`config.mk`:
```
export PLATFORM = sky130hd
export DESIGN_NAME = obstacle_scheduler
export DESIGN_NICKNAME = d
export VERILOG_FILES = /design/src/rtl/obstacle_scheduler_pkg.sv /design/src/rtl/obstacle_scheduler_slot.sv /design/src/rtl/obstacle_scheduler.sv
export SDC_FILE = /design/constraint.sdc
export NUM_CORES = 1
export LEC_CHECK = 0
export CAP_MARGIN = 20
export CORE_ASPECT_RATIO = 1.2
export CORE_MARGIN = 2
export CORE_UTILIZATION = 41
export DETAILED_ROUTE_END_ITERATION = 7
export PLACE_DENSITY = 0.72
export SLEW_MARGIN = 10
export SYNTH_ARGS = -nofsm -noshare
export SYNTH_HDL_FRONTEND = slang
export SYNTH_SLANG_ARGS = --single-unit
```
`constraint.sdc`:
```
create_clock -name clk_i -period 3.8 [get_ports clk_i]
set_input_delay 0.38 -clock clk_i [delete_from_list [all_inputs] [get_ports clk_i]]
set_output_delay 0.38 -clock clk_i [all_outputs]
set_load 0.005 [all_outputs]
```
`src/rtl/obstacle_scheduler_pkg.sv`:
```
// Shared definitions for the runner-level obstacle logic: operating modes,
// obstacle types and the lane height each type runs in.
package obstacle_scheduler_pkg;

    typedef enum logic [1:0] {
        MODE_STOP       = 2'd0,
        MODE_RUN        = 2'd1,
        MODE_FREEZE     = 2'd2,
        MODE_FREEZE_ALT = 2'd3
    } mode_e;

    typedef enum logic [1:0] {
        OBS_HIGH_A     = 2'd0,
        OBS_HIGH_B     = 2'd1,
        OBS_LOW_CACTUS = 2'd2,
        OBS_LOW_ROCK   = 2'd3
    } obs_type_e;

    localparam logic [7:0] LANE_Y_HIGH_A = 8'd160;
    localparam logic [7:0] LANE_Y_HIGH_B = 8'd200;
    localparam logic [7:0] LANE_Y_LOW    = 8'd245;

    function automatic logic [7:0] lane_y(input obs_type_e t);
        case (t)
            OBS_HIGH_A: lane_y = LANE_Y_HIGH_A;
            OBS_HIGH_B: lane_y = LANE_Y_HIGH_B;
            default:    lane_y = LANE_Y_LOW;
        endcase
    endfunction

endpackage

```
`src/rtl/obstacle_scheduler_slot.sv`:
```
// One obstacle slot: occupancy, position, lane and type registers with
// load (spawn), scroll and left-margin retire behaviour.
module obstacle_scheduler_slot
    import obstacle_scheduler_pkg::*;
#(
    parameter int CORDW     = 10,
    parameter int X_SPAWN   = 780,
    parameter int X_DESPAWN = 80
) (
    input  logic             clk_i,
    input  logic             rst_ni,
    input  logic             clear_i,
    input  logic             load_i,
    input  logic [1:0]       type_i,
    input  logic             move_i,
    input  logic [2:0]       step_i,
    output logic             busy_o,
    output logic [CORDW-1:0] x_o,
    output logic [CORDW-1:0] y_o,
    output logic [1:0]       type_o,
    output logic             busy_next_o,
    output logic             retire_o
);

    localparam logic [CORDW-1:0] XSPAWN_C = CORDW'(X_SPAWN);
    localparam logic [CORDW:0]   XDESP_C  = (CORDW+1)'(X_DESPAWN);

    logic             busy_q, busy_d;
    logic [CORDW-1:0] x_q, x_d;
    logic [CORDW-1:0] y_q, y_d;
    logic [1:0]       type_q, type_d;
    logic [CORDW:0]   thresh_s;
    logic             retire_s;

    // Next-state: clear beats load; load only targets a free slot, so it never
    // coincides with a move of the same slot.
    always_comb begin
        busy_d   = busy_q;
        x_d      = x_q;
        y_d      = y_q;
        type_d   = type_q;
        retire_s = 1'b0;
        thresh_s = XDESP_C + (CORDW+1)'(step_i);
        if (clear_i) begin
            busy_d = 1'b0;
            x_d    = XSPAWN_C;
            y_d    = {CORDW{1'b0}};
            type_d = 2'd0;
        end else if (load_i) begin
            busy_d = 1'b1;
            x_d    = XSPAWN_C;
            type_d = type_i;
            y_d    = CORDW'(lane_y(obs_type_e'(type_i)));
        end else if (move_i && busy_q) begin
            if ({1'b0, x_q} > thresh_s) begin
                x_d = x_q - CORDW'(step_i);
            end else begin
                busy_d   = 1'b0;
                x_d      = XSPAWN_C;
                retire_s = 1'b1;
            end
        end else begin
            busy_d = busy_q;
        end
    end

    // Slot state registers with synchronous active-low reset.
    always_ff @(posedge clk_i) begin
        if (!rst_ni) begin
            busy_q <= 1'b0;
            x_q    <= XSPAWN_C;
            y_q    <= {CORDW{1'b0}};
            type_q <= 2'd0;
        end else begin
            busy_q <= busy_d;
            x_q    <= x_d;
            y_q    <= y_d;
            type_q <= type_d;
        end
    end

    assign busy_o      = busy_q;
    assign x_o         = x_q;
    assign y_o         = y_q;
    assign type_o      = type_q;
    assign busy_next_o = busy_d;
    assign retire_o    = retire_s;

endmodule

```
`src/rtl/obstacle_scheduler.sv`:
```
// Obstacle slot manager: spawn cooldown, lowest-free-slot allocation,
// per-slot scrolling, and registered event pulses / occupancy count.
module obstacle_scheduler
    import obstacle_scheduler_pkg::*;
#(
    parameter int NSLOT     = 3,
    parameter int CORDW     = 10,
    parameter int CDW       = 16,
    parameter int RANDW     = 13,
    parameter int X_SPAWN   = 780,
    parameter int X_DESPAWN = 80
) (
    input  logic                   clk_i,
    input  logic                   reset_ni,
    input  logic                   spawn_tick_i,
    input  logic                   move_tick_i,
    input  logic [1:0]             mode_i,
    input  logic [RANDW-1:0]       rand_i,
    input  logic [CDW-1:0]         spawn_gap_i,
    input  logic [2:0]             speed_i,
    output logic [NSLOT-1:0]       busy_o,
    output logic [NSLOT*CORDW-1:0] obs_x_o,
    output logic [NSLOT*CORDW-1:0] obs_y_o,
    output logic [NSLOT*2-1:0]     obs_type_o,
    output logic                   spawn_pulse_o,
    output logic [2:0]             spawn_idx_o,
    output logic                   despawn_pulse_o,
    output logic                   overflow_pulse_o,
    output logic [3:0]             active_count_o
);

    logic [CDW-1:0]   cooldown_q, cooldown_d;
    logic [2:0]       spawn_idx_q, spawn_idx_d;
    logic             spawn_pulse_q, spawn_pulse_d;
    logic             despawn_pulse_q, despawn_pulse_d;
    logic             overflow_pulse_q, overflow_pulse_d;
    logic [3:0]       active_count_q, active_count_d;

    logic [NSLOT-1:0] slot_busy_s, slot_busy_next_s, slot_retire_s;
    logic             free_found_s;
    logic [2:0]       free_idx_s;
    logic             alloc_s, clear_s, run_s, move_s;
    logic [2:0]       step_s;
    logic             unused_rand_s;

    assign unused_rand_s = ^rand_i;
    assign step_s        = (speed_i == 3'd0) ? 3'd1 : speed_i;
    assign move_s        = run_s & move_tick_i;

    for (genvar g = 0; g < NSLOT; g++) begin : g_slot
        obstacle_scheduler_slot #(
            .CORDW     (CORDW),
            .X_SPAWN   (X_SPAWN),
            .X_DESPAWN (X_DESPAWN)
        ) u_slot (
            .clk_i       (clk_i),
            .rst_ni      (reset_ni),
            .clear_i     (clear_s),
            .load_i      (alloc_s && (free_idx_s == 3'(g))),
            .type_i      (rand_i[1:0]),
            .move_i      (move_s),
            .step_i      (step_s),
            .busy_o      (slot_busy_s[g]),
            .x_o         (obs_x_o[g*CORDW +: CORDW]),
            .y_o         (obs_y_o[g*CORDW +: CORDW]),
            .type_o      (obs_type_o[g*2 +: 2]),
            .busy_next_o (slot_busy_next_s[g]),
            .retire_o    (slot_retire_s[g])
        );
    end

    // Lowest-index free slot, judged on registered occupancy so a slot
    // retiring this cycle only becomes allocatable next cycle.
    always_comb begin
        free_found_s = 1'b0;
        free_idx_s   = 3'd0;
        for (int i = NSLOT - 1; i >= 0; i--) begin
            if (!slot_busy_s[i]) begin
                free_found_s = 1'b1;
                free_idx_s   = 3'(i);
            end else begin
                free_found_s = free_found_s;
            end
        end
    end

    // Mode decode, spawn cooldown and allocation decision.
    always_comb begin
        cooldown_d       = cooldown_q;
        spawn_idx_d      = spawn_idx_q;
        spawn_pulse_d    = 1'b0;
        overflow_pulse_d = 1'b0;
        alloc_s          = 1'b0;
        clear_s          = 1'b0;
        run_s            = 1'b0;
        case (mode_e'(mode_i))
            MODE_STOP: begin
                clear_s    = 1'b1;
                cooldown_d = {CDW{1'b0}};
            end
            MODE_RUN: begin
                run_s = 1'b1;
                if (spawn_tick_i) begin
                    if (cooldown_q < spawn_gap_i) begin
                        cooldown_d = cooldown_q + {{(CDW-1){1'b0}}, 1'b1};
                    end else if (free_found_s) begin
                        alloc_s       = 1'b1;
                        cooldown_d    = {CDW{1'b0}};
                        spawn_pulse_d = 1'b1;
                        spawn_idx_d   = free_idx_s;
                    end else begin
                        overflow_pulse_d = 1'b1;
                    end
                end else begin
                    cooldown_d = cooldown_q;
                end
            end
            default: begin
                run_s = 1'b0;
            end
        endcase
    end

    // Despawn pulse and occupancy count follow the slots' next state so they
    // line up with the registered slot outputs.
    always_comb begin
        despawn_pulse_d = |slot_retire_s;
        active_count_d  = 4'd0;
        for (int i = 0; i < NSLOT; i++) begin
            active_count_d = active_count_d + 4'(slot_busy_next_s[i]);
        end
    end

    // Scheduler registers with synchronous active-low reset.
    always_ff @(posedge clk_i) begin
        if (!reset_ni) begin
            cooldown_q       <= {CDW{1'b0}};
            spawn_idx_q      <= 3'd0;
            spawn_pulse_q    <= 1'b0;
            despawn_pulse_q  <= 1'b0;
            overflow_pulse_q <= 1'b0;
            active_count_q   <= 4'd0;
        end else begin
            cooldown_q       <= cooldown_d;
            spawn_idx_q      <= spawn_idx_d;
            spawn_pulse_q    <= spawn_pulse_d;
            despawn_pulse_q  <= despawn_pulse_d;
            overflow_pulse_q <= overflow_pulse_d;
            active_count_q   <= active_count_d;
        end
    end

    assign busy_o           = slot_busy_s;
    assign spawn_pulse_o    = spawn_pulse_q;
    assign spawn_idx_o      = spawn_idx_q;
    assign despawn_pulse_o  = despawn_pulse_q;
    assign overflow_pulse_o = overflow_pulse_q;
    assign active_count_o   = active_count_q;

endmodule
```
==> results of run 1 <==
## flip-flops by register name, summed over array words and instances, names as in the netlist
name and cells:
spawn_idx_o 2, active_count_o 2, spawn_pulse_o 1, g_slot.u_slot.busy_o 3
cooldown_q 16, g_slot.u_slot.x_o 30, g_slot.u_slot.y_o 15, despawn_pulse_o 1
overflow_pulse_o 1, g_slot.u_slot.type_o 6
## path summary, 6_finish.rpt
check | start | end | slack [ns] | cells after the start
max reg2reg | cooldown_q[13] | active_count_o[0] | 0.96 | 10
min reg2reg | g_slot[0].u_slot.type_o[1] | g_slot[0].u_slot.type_o[1] | 0.46 | 2
min | g_slot[0].u_slot.type_o[1] | g_slot[0].u_slot.type_o[1] | 0.46 | 2
max | speed_i[1] | active_count_o[0] | 0.79 | 11
## metrics by stage
stage	hold slack [ns]	std cells
after floorplan	0.451	522
after global placement	0.448	714
after detailed placement	0.452	714
after CTS	0.469	730
after global routing	0.487	730
final	0.462	730
## logic make-up after synthesis
family	share of synthesized area
AND/OR/NAND/NOR	0.243
multiplexers	0.0167
XOR/XNOR	0.0432
flip-flops	0.362
other	0.000880
adder cells (fa/ha/maj)	0.0922
buffers and inverters	0.0781
AO/OA/AOI/OAI	0.164
## worst reg2reg max path, delay by kind of cell (launching register included)
family | cells | cell delay (ns)
compound gates | 2 | 0.51
simple gates | 5 | 0.96
fa+ha+maj | 2 | 0.76
buf+inv | 1 | 0.17
flops | 1 | 0.35
## layer usage
layer  wire length, um  vias to the layer above  track usage
met5                 0                        -            0
li1                  -                     1963            -
met4               200                        0       0.0798
met1              4480                     1838        0.226
met3               551                       13       0.0470
met2              5360                       81        0.343
## cell usage after synthesis (6+ instances only)
library cell / n
dfxtp_1: 77
nand2_1: 62
nand3_1: 35
inv_1: 31
nor2_1: 31
o21ai_0: 30
ha_1: 25
a21oi_1: 24
buf_4: 22
and2_1: 12
nor3_1: 12
xnor2_1: 11
xor2_1: 10
o311ai_0: 9
or3_1: 8
clkbuf_1: 7
nor2b_1: 7
mux2i_1: 6
nand4_1: 6
nor4_1: 6
## power groups by stage
stage | Sequential [mW] | Clock, mW | Combinational (mW)
after floorplan | 0.826 | 0 | 0.0738
after global placement | 0.826 | 0 | 0.111
after detailed placement | 0.826 | 0 | 0.115
after CTS | 0.808 | 0.882 | 0.116
after global routing | 0.808 | 0.929 | 0.129
final | 0.808 | 0.876 | 0.116
## layout make-up
cell class | instances | share of cell area
Multi-Input combinational cell | 380 | 0.439
Sequential cell | 77 | 0.279
Timing Repair Buffer | 100 | 0.178
Clock buffer | 11 | 0.0439
Tap cell | 126 | 0.0285
Inverter | 31 | 0.0210
Clock inverter | 5 | 0.0106
==> results.cfg, run 1 <==
[routing]
drc = 0
routed_wl_um = 10600
vias = 3895
postRouteAntennaNets = 0
wl_per_cell_um = 14.5
drt_first_pass_iters = 4
vias_per_cell = 5.34
drtIter0Drc = 194

[setup_path]
cp-start-kind = input pin
critPathRequiredTime_ns = 4.04
critPathBufInv = 2
worst_setup_path_end_kind = flip-flop
cp_top_family = adder cells
crit_path_max_fanout = 5
path_cells = clkdlybuf4s50_1, inv_1, ha_1, nor2b_1, o21a_1, o2111ai_1, nand2_1, nor3b_1, o21ai_0, fa_1, and2_1
critical-path-max-stage-delay_ns = 0.53
crit_arrival_ns = 3.25
path_class = input pin to flip-flop
slowest_stage = clkdlybuf4s50_1

[final_layout]
drive_gt1_frac = 0.0563
regArea_um2 = 1540
fin_nets = 666
antenna_cells = 0
final_common_cell = clkdlybuf4s50_1
multi_input_area_um2 = 2430
layout_common_cells = clkdlybuf4s50_1, dfxtp_1, nand2_1
area_growth_pct = 29.7
final_core_util = 0.550
final_area_um2 = 5530
num-fill-cells = 951

[floorplan]
die_x_um = 97.1
die_h_um = 116
coreArea_um2 = 10100
ios = 117
dieArea_um2 = 11200
initial_core_util = 0.424
rows = 40

[clock_tree]
clkLatencyLatePin_ns = 0.34
post-cts-setup-buffers = 0
cts_resized = 0
ctsHoldBuffers = 0
cts_made_buffers = 9
htreeDepth = 3
clockBufferDepth = 2
clk_pin_slew_ns = 0.06
cts_tree = yes
cts_num_sinks = 77
cts_root_buffer = clkbuf_16

[run_status]
status = complete, no violations

[placement]
gp_congestion = 0.818
hpwlAfterDp_um = 8130
postPlaceCellArea_um2 = 5230
port_buffers = 93
dp_slack_ns = 0.432

[timing]
rsz0062_at_grt = no
finalWorstSetupSlack_ns = 0.790
slew_violations = 0
finalHoldViolCount = 0
tns_ns = 0
fmax_mhz = 332
slew_headroom = 0.343
setup_violations = 0
fin_skew_ns = 0.00555
period_share = 0.792
tightest_slew_ns = 0.961
final.min_clock_period_ns = 3.01

[grt]
grt_max_degree = 24
gr-total-overflow = 0
grt_first_pass_wirelength_um = 17700
grt_util_all_layers = 0.193
antenna_found_initial = 0
grt_pass1_vias = 3771

[synthesis]
ys_async_sr_fraction = 0
ys_ff_latch = 77
synth_edf_count = 0
synth_cell_types = 59
syn_avg_cell_area_um2 = 8.34
synth_area_um2 = 4260
yosys-top-cells-area = dfxtp_1, ha_1, nand2_1
ys.flop_type = dfxtp_1
ys_seq_area_frac = 0.362
synth_top_cell_area_share = 0.362
yosysWarnings = 0
synth_area_leader_cell = dfxtp_1
postSynthCellCount = 511

[pwr]
seqPwrFrac = 0.449
clkPwrFrac = 0.487
p_switching_mw = 0.413
power_mw = 1.80
combPwrFrac = 0.064
swShare = 0.229
irDropWorstVdd_mv = 0.239
leakagePower_nw = 2.13
powerDensity_nw_per_um2 = 326
internal_power_mw = 1.39

[job]
drv_cap = 0

[hold_path]
hold_path.class = flip-flop to flip-flop
Note: power is estimated with default switching activity, not from simulation.
==> run 2, diff against run 1 <==
- clock period: 3.8 -> 2.95 ns (I/O delays scaled with it)
==> run 2 against run 1 <==
  * Utilization rose by 1.8 points
  * Register-to-register slack lost 0.57 ns
  * Global-route usage grew 0.38 points
  * Critical path depth unchanged
  * Largest power group unchanged
==> results.cfg, run 2 (synthesized netlist as in run 1, its figures left out) <==
[grt]
grt_first_pass_wirelength_um = 18300
grt_util_all_layers = 0.197
antenna_found_initial = 0
grt_pass1_vias = 3898
grt_max_degree = 22
gr-total-overflow = 0

[setup_path]
worst_setup_path_end_kind = flip-flop
reg2reg_depth = 9
critPathRequiredTime_ns = 3.17
r2r_slack_ns = 0.39
crit_arrival_ns = 2.97
r2r_start = cooldown_q[13]
path_class = input pin to flip-flop
crit_path_max_fanout = 4
cp-start-kind = input pin
r2r-end = active_count_o[0]

[routing]
vias = 4007
vias_per_cell = 5.32
drtIter0Drc = 176
drt_first_pass_iters = 4
postRouteAntennaNets = 0
drc = 0
wl_per_cell_um = 14.4
routed_wl_um = 10800

[job]
drv_cap = 0

[timing]
slew_violations = 0
slew_headroom = 0.376
fin_skew_ns = 0.0122
rsz0062_at_grt = no
tightest_slew_ns = 0.926
tns_ns = 0
final.min_clock_period_ns = 2.75
period_share = 0.932
fmax_mhz = 364
setup_violations = 0
finalHoldViolCount = 0

[pwr]
leakagePower_nw = 2.25
powerDensity_nw_per_um2 = 413
irDropWorstVdd_mv = 0.277

[clock_tree]
cts_tree = yes
cts_root_buffer = clkbuf_16
cts_resized = 0
clkLatencyLatePin_ns = 0.34
htreeDepth = 3
cts_made_buffers = 9
clockBufferDepth = 2
clk_pin_slew_ns = 0.06
cts_num_sinks = 77
ctsHoldBuffers = 0
post-cts-setup-buffers = 0

[final_layout]
final_common_cell = clkdlybuf4s50_1
drive_gt1_frac = 0.0925
area_growth_pct = 34.0
largest_reg_flops = 30
antenna_cells = 0
fin_nets = 689
final_area_um2 = 5710
layout_common_cells = clkdlybuf4s50_1, dfxtp_1, nand2_1

[placement]
port_buffers = 93
postPlaceCellArea_um2 = 5400
gp_congestion = 0.851
hpwlAfterDp_um = 8280

[run_status]
status = complete, no violations

[hold_path]
holdCritStartpoint = g_slot[2].u_slot.type_o[0]
holdPathEnd = g_slot[2].u_slot.type_o[0]
holdPathStages = 2
hold_path.class = flip-flop to flip-flop

[floorplan]
rows = 40
coreArea_um2 = 10100
initial_core_util = 0.424
dieArea_um2 = 11200
die_h_um = 116
die_x_um = 97.1
ios = 117
## run 2: cell count changes in the layout (fill, tap and decap cells not counted), sizes merged
cell / delta
buf: +23
clkbuf: -2
clkinv: -1
clkinvlp: -1
inv: +4
## run 2: worst max-delay path by stage
| stage | startpoint | end |
|---|---|---|
| after detailed placement | speed_i[1] | active_count_o[0] |
| after global routing | speed_i[1] | active_count_o[0] |
| after floorplan | speed_i[1] | active_count_o[0] |
| after global placement | speed_i[1] | active_count_o[0] |
| final | speed_i[1] | active_count_o[0] |
| after CTS | speed_i[1] | active_count_o[0] |
## run 2: final cells by class
type | count | area, um2
Timing Repair Buffer | 123 | 1160
Clock buffer | 9 | 225
Inverter | 31 | 116
Fill cell | 898 | 4350
Clock inverter | 7 | 86.3
Sequential cell | 77 | 1540
Tap cell | 126 | 158
Multi-Input combinational cell | 380 | 2430
## run 2: critical path, stage by stage
cell and delay [ns]:
clkdlybuf4s50_1 0.51, inv_1 0.11, ha_1 0.32, nor2b_1 0.13, o21ai_0 0.20, a21oi_1 0.11, a211oi_1 0.35, a31o_2 0.21
a21oi_1 0.09, fa_1 0.47, and2_1 0.17
## run 2: report_power, final
part           switching (mW)  internal [mW]  leakage [nW]
clock                   0.481          0.676         0.151
combinational          0.0856         0.0749          1.48
sequential           0.000694           1.04         0.620
## run 2: layer usage
metal  wire length, um  GRT usage
met2              5430      0.344
met1              4680      0.243
met3               521     0.0422
met5                 0          0
met4               184     0.0695
## run 2: per-stage QoR
step	setup WS [ns]	std cells	utilization	hold WS, ns	power, mW
2_1_floorplan	0.311	522	-	0.417	1.16
3_3_place_gp	-0.0505	737	0.537	0.448	1.22
3_5_place_dp	-0.133	737	0.537	0.452	1.22
4_1_cts	0.191	753	0.568	0.470	2.38
5_1_grt	0.0296	753	0.568	0.495	2.44
6_report	0.202	753	0.568	0.467	2.36
==> run 3, diff against run 2 <==
- CAP_MARGIN: 20 -> unset
- CORE_UTILIZATION: 41 -> 25
- PLACE_DENSITY: 0.72 -> 0.49
- SETUP_SLACK_MARGIN: unset -> 0.2
==> run 3 against run 2 <==
  * Utilization is 21 points lower
  * Combinational power rose by 7%
  * Cell area up 3.7%
  * Die area grew 61%
  * Global-route usage decreased by 6.1 points
  * Worst setup slack gained 0.11 ns
  * Count of clock-buffer cells in the layout unchanged
  * Clock power shrank 9%
  * Register-to-register slack improved by 0.08 ns
  * Clock skew fell by 0.0026 ns
  * Sequential share of layout area down 0.97 points
  * Critical path depth is 2 higher
  * Critical endpoint unchanged
  * Highest routed layer unchanged
==> results.cfg, run 3 (synthesized netlist as in run 1, its figures left out) <==
[floorplan]
ios = 117
initial_core_util = 0.254
coreArea_um2 = 16800
rows = 52
die_x_um = 123
die_h_um = 147
dieArea_um2 = 18100

[pwr]
powerDensity_nw_per_um2 = 382
internal_power_mw = 1.70
p_switching_mw = 0.562
leakagePower_nw = 2.29
clkPwrFrac = 0.465
seqPwrFrac = 0.460
combPwrFrac = 0.075
swShare = 0.248
power_mw = 2.26
irDropWorstVdd_mv = 0.215

[clock_tree]
cts_root_buffer = clkbuf_16
cts_tree = yes
post-cts-setup-buffers = 0
clockBufferDepth = 2
htreeDepth = 3
cts_num_sinks = 77
clkLatencyLatePin_ns = 0.34
clk_pin_slew_ns = 0.07
cts_made_buffers = 9

[setup_path]
critPathRequiredTime_ns = 3.18
path_class = input pin to flip-flop
crit_arrival_ns = 2.86
crit_path_max_fanout = 3
slowest_stage = clkdlybuf4s50_1
critical-path-max-stage-delay_ns = 0.52
r2r_slack_ns = 0.47
r2r-end = active_count_o[0]
worst_setup_path_end_kind = flip-flop
reg2reg_depth = 9
r2r_start = cooldown_q[7]
cp-start-kind = input pin
path_cells = clkdlybuf4s50_1, o21bai_1, buf_4, ha_1, nand3_1, nand3_1, a21oi_1, a211oi_2, buf_4, a31o_2, a21oi_1, fa_1, and2_1

[timing]
slew_violations = 0
fmax_mhz = 379
setup_violations = 0
finalHoldViolCount = 0
tns_ns = 0
fin_skew_ns = 0.00964
whs_ns = 0.464
period_share = 0.893
tightest_slew_ns = 0.687
slew_headroom = 0.539
finalWorstSetupSlack_ns = 0.315
final.min_clock_period_ns = 2.64
rsz0062_at_grt = yes

[hold_path]
holdPathStages = 2
holdCritStartpoint = g_slot[1].u_slot.type_o[1]
hold_path.class = flip-flop to flip-flop
holdPathEnd = g_slot[1].u_slot.type_o[1]

[final_layout]
layout_common_cells = clkdlybuf4s50_1, dfxtp_1, nand2_1
fin_nets = 699
num-fill-cells = 1756
largest_reg_flops = 30
area_growth_pct = 39.0
final_common_cell = clkdlybuf4s50_1
antenna_cells = 0
drive_gt1_frac = 0.119
final_cells = 853

[grt]
grt_max_degree = 21
grt_first_pass_wirelength_um = 19500
gr-total-overflow = 0
grt_pass1_vias = 3912
grt_util_all_layers = 0.136
antenna_found_initial = 0

[routing]
drt_first_pass_iters = 4
wl_per_cell_um = 14.1
vias = 3955
drc = 0
drtIter0Drc = 171
vias_per_cell = 4.64
routed_wl_um = 12100
postRouteAntennaNets = 0

[run_status]
status = complete, no violations

[job]
drv_cap = 0

[placement]
gp_congestion = 0.815
hpwlAfterDp_um = 9540
place_inst = 837
dp_slack_ns = -0.169
port_buffers = 93
run 3: power by group through the flow:
stage / Combinational, mW / Clock [mW] / Sequential, mW
4_1_cts: 0.170 / 1.09 / 1.04
6_report: 0.171 / 1.05 / 1.04
3_5_place_dp: 0.168 / 0 / 1.06
5_1_grt: 0.190 / 1.14 / 1.04
2_1_floorplan: 0.0950 / 0 / 1.06
3_3_place_gp: 0.164 / 0 / 1.06
run 3: per-layer routing:
metal,part of all wire,global-route usage
met1,0.44,0.169
met2,0.50,0.230
met3,0.045,0.0361
met4,0.010,0.0341
met5,0,0
run 3: worst max-delay path by stage:
stage,startpoint,end,slack [ns],cells after the start
after floorplan,speed_i[1],active_count_o[0],0.31,10
after detailed placement,speed_i[1],active_count_o[0],-0.17,11
after global routing,speed_i[1],active_count_o[0],0.13,13
after CTS,speed_i[1],active_count_o[0],0.22,12
final,speed_i[1],active_count_o[0],0.31,13
after global placement,speed_i[1],active_count_o[0],-0.12,11
run 3: cell type report:
class                      count  area, um2  share of cell area
multi-input combinational    380       2480               0.419
clock buffer                   9        225              0.0380
inverter                      31        116              0.0196
sequential                    77       1540               0.260
timing repair buffer         133       1230               0.208
clock inverter                 7       58.8             0.00992
tap                          216        270              0.0456
run 3: metrics by stage:
stage                     area [um2]   util
final                           5930  0.353
after global routing            5930  0.353
after CTS                       5880  0.350
after detailed placement        5590  0.333
after global placement          5590  0.333
after floorplan                 4300      -
run 3: critical path, delay by kind of cell:
family	cells	cell delay [ns]
buf+inv	3	0.82
compound gates	5	0.73
fa+ha+maj	2	0.70
simple gates	3	0.32
run 3: repair_timing:
| action | 4_1_cts | 5_1_grt |
|---|---|---|
| hold buffers | 0 | 0 |
| resized for setup | 1 | 9 |
| endpoints found under the setup margin | 1 | 10 |
